File: config.mk
export PLATFORM = sky130hd
export DESIGN_NAME = fetch_unit
export DESIGN_NICKNAME = d
export VERILOG_FILES = /design/src/rtl/fetch_unit.sv
export SDC_FILE = /design/constraint.sdc
export NUM_CORES = 1
export LEC_CHECK = 0
export CORE_ASPECT_RATIO = 1.25
export CORE_MARGIN = 2
export CORE_UTILIZATION = 55
export DETAILED_ROUTE_END_ITERATION = 8
export DONT_BUFFER_PORTS = 1
export HOLD_SLACK_MARGIN = 0.02
export PLACE_DENSITY = 0.7
export SETUP_SLACK_MARGIN = 0.15
export SLEW_MARGIN = 30
export SYNTH_ARGS = -nofsm -noshare
export SYNTH_HDL_FRONTEND = slang
export SYNTH_SLANG_ARGS = --single-unit
File: constraint.sdc
create_clock -name clk -period 4.25 [get_ports clk]
set_input_delay 0.6375 -clock clk [delete_from_list [all_inputs] [get_ports clk]]
set_output_delay 0.6375 -clock clk [all_outputs]
set_load 0.01 [all_outputs]
File: src/rtl/fetch_unit.sv
// Instruction fetch stage: owns the PC, drives instruction memory and picks the next PC
// from a writable 32-entry branch-target table. Optional macro: FETCH_CYCLE_CNT_EN.
module fetch_unit #(
  parameter int unsigned PC_W    = 10,
  parameter logic [4:0]  HALT_OP = 5'b01111
) (
  input  logic            clk,
  input  logic            rst_n,
  input  logic            start,
  output logic [PC_W-1:0] imem_addr,
  input  logic [8:0]      imem_data,
  output logic [8:0]      instr,
  output logic            instr_valid,
  input  logic            branch_en,
  input  logic [4:0]      branch_idx,
  input  logic            lut_we,
  input  logic [4:0]      lut_waddr,
  input  logic [PC_W-1:0] lut_wdata,
  output logic            done,
  output logic [15:0]     cycle_count
);

  typedef enum logic [1:0] {StIdle, StRun, StDone} state_e;

  state_e          state_q, state_d;
  logic [PC_W-1:0] pc_q, pc_d;
  logic [PC_W-1:0] lut_q [32];
  logic            run;
  logic            halt;

  assign run  = (state_q == StRun);
  assign halt = run && (imem_data[8:4] == HALT_OP);

  always_comb begin
    state_d = state_q;
    pc_d    = pc_q;
    unique case (state_q)
      StIdle, StDone: begin
        if (start) begin
          state_d = StRun;
          pc_d    = '0;
        end
      end
      StRun: begin
        // Halt outranks a simultaneous branch; PC then holds on the halt word.
        if (halt) begin
          state_d = StDone;
        end else if (branch_en) begin
          pc_d = lut_q[branch_idx];
        end else begin
          pc_d = pc_q + PC_W'(1);
        end
      end
      default: state_d = StIdle;
    endcase
  end

  always_ff @(posedge clk or negedge rst_n) begin
    if (!rst_n) begin
      state_q <= StIdle;
      pc_q    <= '0;
    end else begin
      state_q <= state_d;
      pc_q    <= pc_d;
    end
  end

  // Read is combinational, so a same-cycle write at the branch index returns the old entry.
  always_ff @(posedge clk or negedge rst_n) begin
    if (!rst_n) begin
      for (int i = 0; i < 32; i++) begin
        lut_q[i] <= '0;
      end
    end else if (lut_we) begin
      lut_q[lut_waddr] <= lut_wdata;
    end
  end

  assign imem_addr   = pc_q;
  assign instr       = run ? imem_data : 9'b0;
  assign instr_valid = run;
  assign done        = (state_q == StDone);

`ifdef FETCH_CYCLE_CNT_EN
  logic [15:0] cnt_q;
  logic        accept;

  assign accept = start && (state_q != StRun);

  always_ff @(posedge clk or negedge rst_n) begin
    if (!rst_n) begin
      cnt_q <= '0;
    end else if (accept) begin
      cnt_q <= '0;
    end else if (run && (cnt_q != 16'hFFFF)) begin
      cnt_q <= cnt_q + 16'd1;
    end
  end

  assign cycle_count = cnt_q;
`else
  assign cycle_count = '0;
`endif

endmodule

**Word level (Yosys, flattened, before mapping)**

Cells that the tools add are included.

- Bitwise gates (word level): 2
- Order comparisons: 3
- Reductions and logical operators: 7
- Add/sub/neg operators: 1
- Equal/unequal tests: 6
- Multiplexer cells: 14

Operator list:

| operator | number |
|---|---|
| $bwmux 320 | 1 |
| $mux 10 | 6 |
| $bmux 10 s5 | 1 |
| $demux 10 s5 | 1 |
| $pmux 10 s2 | 1 |
| $ge 6x6->1 const B | 2 |
| $not 5->6 | 2 |
| $add 10x1->10 const B | 1 |
| $mux 9 | 1 |
| $lt 6x1->1 const B | 1 |
| $eq 5x4->1 const B | 1 |
| $mux 2 | 2 |
| $ne 2x2->1 const B | 2 |
| $pmux 2 s2 | 1 |
| $reduce_and 3->1 | 1 |
| $eq 2x1->1 const B | 1 |
| $eq 2x2->1 const B | 1 |
| $logic_and 1x1->1 | 2 |
| $logic_not 2->1 | 1 |
| $ne 2x1->1 const B | 1 |
| $reduce_and 2->1 | 1 |
| $reduce_bool 2->1 | 1 |
| $reduce_or 2->1 | 1 |

- Word-level logic and storage cells: 67
- Register bits after elaboration: 332
- Output and inout port bits: 37

**Logic depth before layout (Yosys ltp)**

- Word-level depth: 7
- Gate-level depth with buffers: 9
- Gate-level depth less buffers: 6

**Least setup slack after synthesis**

OpenSTA, ideal clock, no wires.

- Path kind: input to register
- Start: in branch_idx[0]
- End: reg pc_q[6], in the netlist imem_addr[6]
- Arrival: 2.077 ns
- Stages: 7
- Buffers on the path: 2
- Setup slack: 2.022 ns
- Cells stage by stage: buf_6 -> buf_2 -> mux4_2 -> a22oi_1 -> nand2_1 -> a21oi_1 -> o221ai_1

- Longest elaborated chain between the ends: 7

Ends and longest elaborated chain:

| element | line | RTL |
|---|---|---|
| from (decl) | 15 | `input logic [4:0] branch_idx,` |
| $not 5->6 (implied by the code) | 49 | `pc_d = lut_q[branch_idx];` |
| $bmux 10 s5 | 49 |  |
| $mux 10 (implied by the code) (2 in a row) | 49 |  |
| $mux 10 | 48 | `end else if (branch_en) begin` |
| $mux 10 | 46 | `if (halt) begin` |
| $pmux 10 s2 | 37 | `unique case (state_q)` |
| to (signal assigned) | 64 | `pc_q <= pc_d;` |
| to (decl) | 26 | `logic [PC_W-1:0] pc_q, pc_d;` |

No other way between the ends. The select of a mux whose other input is x is not followed.
A chain may end at the register's enable or synchronous reset.

**Worst setup path in the final report**

- Start: reg state_q[1]
- End: out instr[1]

- Longest elaborated chain between the ends: 2

Ends and longest elaborated chain:

| element | line | RTL |
|---|---|---|
| from (decl) | 25 | `state_e state_q, state_d;` |
| from (signal assigned) | 60 | `state_q <= StIdle;` |
| from (signal assigned) | 63 | `state_q <= state_d;` |
| $eq 2x1->1 | 31 | `assign run = (state_q == StRun);` |
| named net instr_valid | 13 | `output logic instr_valid,` |
| $mux 9 | 80 | `assign instr = run ? imem_data : 9'b0;` |
| to (decl) | 12 | `output logic [8:0] instr,` |

The timed path passes the listed nets, and every way through them passes these cells.

==> impl_results.md <==
- Post-CTS Setup Repair Bufs: 0
- ANT nets after route: 0
- Status: finished with violations
- Final Slew Violations: 0
- # diodes: 0
- Simple-gate share of the synthesized area: 4.94%
- DR WL/cell: 25.9 um
- Chip width: 155 um
- Relative slew slack: 23.1%
- Final setup viols: 0
- GRT Total Usage: 25.2%
- H-tree depth: 2
- CTS tree: yes
- Commonest non-fill, non-tap cell in the layout: dfrtp_1
- Synth Area in Adders: 0.0803%
- Max-Cap Viols: 0
- Synthesized area: 0.0156 mm^2
- Top FF cell, synth: dfrtp_1
- Crit path launch type: register
- Starting DRT DRC Count: 798
- Die height: 192 um
- Row count: 68
- R2r setup slk: 2.33 ns
- Clock skew: 0.0159 ns
- Crit path buffers/inverters: 1
- Root Buffer Master: clkbuf_16
- Number of synthesized flops with an enable pin: 0
- Antenna violations before repair: 0
- HP Class: primary input to async pin
- Most frequent cells in the layout: dfrtp_1, mux2_2, mux4_2, clkbuf_16, nand2_1
- Clk buf depth: 3
- WP data arrival: 1.61 ns
- Std-Cell Core Area: 0.0277 mm^2
- Share of cells above drive strength 1: 44.6%
- Post_cts resized: 0
- Largest net degree at the start of global routing: 333
- Crit path max-delay family: simple AND/OR/NAND/NOR gates
- Mux share of post-synthesis cell area: 35.4%
- Yosys reg bits: 332
- Vias: 8983
- Final Hold Viols: 87
- Input/output buffers: 0
- Max Clk Rate: 445 MHz
- Switch share: 23.9%
- Max VDD drop: 272 uV
- Synth Instances: 1051
- P_sw: 2.08 mW
- CTS buffer count: 35
- Placer's final routability congestion estimate: 0.825
- Worst EP required: 3.61 ns
- Pwr/cell area: 517 mW/mm^2
- Int Power: 6.63 mW
- Main combinational cell family by area after synthesis: multiplexers
- Synth Area in Compound Gates: 3.06%
- I/O pins: 71
- Syn_area_per_cell: 14.8 um^2
- Total clock sinks: 332
- Delay of the slowest critical-path stage: 0.37 ns
- First-pass GRT wire length: 56200 um
- Combinational share of power: 14.9%
- # DRC: 0
- Synth Warn #: 0
- Clk network pwr share: 37.2%
- Final net count: 1053
- Die ar.: 0.0297 mm^2
- CP max FO: 12
- Starting Density: 56.2%
- Synth-to-Final Area Change: 8.08%
- Register area share after synthesis: 53.3%
- Dpl hpwl: 22100 um
- Min Tclk post-route: 2.25 ns
- Final worst-path cycle share: 52.9%
- Slew @ Worst Pin: 1.15 ns
- Worst path slowest cell: dfrtp_1
- Place WS: 1.82 ns
- Async set-or-reset flop fraction in the synthesized netlist: 100%
- Final WL: 36000 um
- Clk slew on worst S/H paths: 0.06 ns
- Worst skew pair latency: 0.51 ns
- Leakage: 7.43 nW
- RSZ-0062 raised after global routing: false
- Hold Slack: -0.151 ns
- Vias in the first global route: 9159
- Failing checks: negative hold slack
- Total grt overflow: 0
- Unique cell type count in the Yosys netlist: 55
- Synth Area in XOR/XNOR: 0%
- Worst Setup End Kind: primary output
- Crit-path cells: nand2b_1 -> inv_1 -> and2_1
- Sum Neg Setup Slack: 0 ns
- Flop pwr share: 47.9%
- Slack of the critical path: 2.00 ns
- DR vias/cell: 6.45
- Final core occ: 60.7%
- Kind of critical path: register to primary output
- Pre-antenna DRT Iters: 5
==> synth_stat cells (all sizes together), types with 2 or more instances <==
cell type	number	area share, %
dfrtp	332	53
a31oi	4	0.16
mux2	321	23
or2	2	0.080
mux2i	28	1.8
nor2	28	1.1
and4	2	0.11
nor3b	4	0.19
and3	2	0.080
nor3	4	0.13
nand4b	2	0.11
o22ai	4	0.16
nand3b	5	0.24
a21oi	16	0.51
nor2b	10	0.40
a22oi	14	0.67
o311ai	2	0.11
buf	37	1.9
nand4	5	0.20
o21ai	9	0.29
nand2	34	0.82
o221ai	4	0.22
mux4	72	10
nand3	17	0.55
inv	5	0.12
clkbuf	48	1.2
o211ai	4	0.19
a32o	2	0.13
o2111ai	2	0.11
nand2b	7	0.28
and2	11	0.44
==> state kept, by name, summed over array words and instances, names as in the netlist <==
| register | cells |
|---|---|
| imem_addr | 10 |
| lut_q | 320 |
| state_q | 2 |
==> kinds of logic after synthesis <==
logic type | count (synthesis)
flops | 332
mux | 421
buf+inv | 90
simple gates | 137
compound gates | 69
other cells | 1
fa+ha+maj | 1
==> worst reg2reg max path: stages (launching register included) <==
cell and delay (ns):
dfrtp_1 0.37, nand2b_1 0.21, inv_1 0.29, o211ai_1 0.42, a31oi_1 0.28, nand3_1 0.14
o311ai_1 0.10
==> cell type report <==
class / instances / area [um^2]
Inverter: 5 / 18.8
Clock buffer: 50 / 1040
Fill cell: 2126 / 10900
Sequential cell: 332 / 8310
Clock inverter: 11 / 189
Multi-Input combinational cell: 644 / 6840
Tap cell: 350 / 438
==> power groups by stage <==
stage | Combinational (mW) | Clock, mW | Sequential (mW)
after global routing | 1.39 | 3.42 | 4.25
after CTS | 1.30 | 3.30 | 4.17
final | 1.29 | 3.24 | 4.17
after detailed placement | 1.30 | 0 | 4.22
after floorplan | 1.17 | 0 | 4.09
after global placement | 1.26 | 0 | 4.19
==> per-layer routing <==
metal  share of wire [%]  vias up  global-route usage [%]  wire (um)
met1                  43     4823                    35.3      15400
met5                   0        -                       0          0
li1                    -     3813                       -          -
met4                 3.4        0                    8.97       1220
met2                  49      282                    40.7      17500
met3                 5.2       65                    3.81       1890
==> through the flow <==
step	instances	hold WS, ns	total power [mW]	instance area (um^2)
after floorplan	1066	0.342	5.26	15600
after global placement	1331	0.357	5.44	15600
after detailed placement	1331	0.358	5.52	15600
after CTS	1392	-0.171	8.77	16800
after global routing	1392	-0.171	9.07	16800
final	1392	-0.151	8.71	16800
==> final timing paths <==
kind	depth (start not counted)	startpoint	endpoint
min in group clk	2	imem_data[4]	state_q[1]$_DFFE_PN0P_
hold / removal	0	rst_n	lut_q[298]$_DFFE_PN0P_
setup / recovery	3	state_q[1]$_DFFE_PN0P_	instr[1]
max in group asynchronous	0	rst_n	lut_q[209]$_DFFE_PN0P_
hold reg to reg	1	lut_q[195]$_DFFE_PN0P_	lut_q[195]$_DFFE_PN0P_
setup reg to reg	6	state_q[1]$_DFFE_PN0P_	imem_addr[7]$_DFFE_PN0P_
Note: power is estimated with default switching activity, not from simulation.
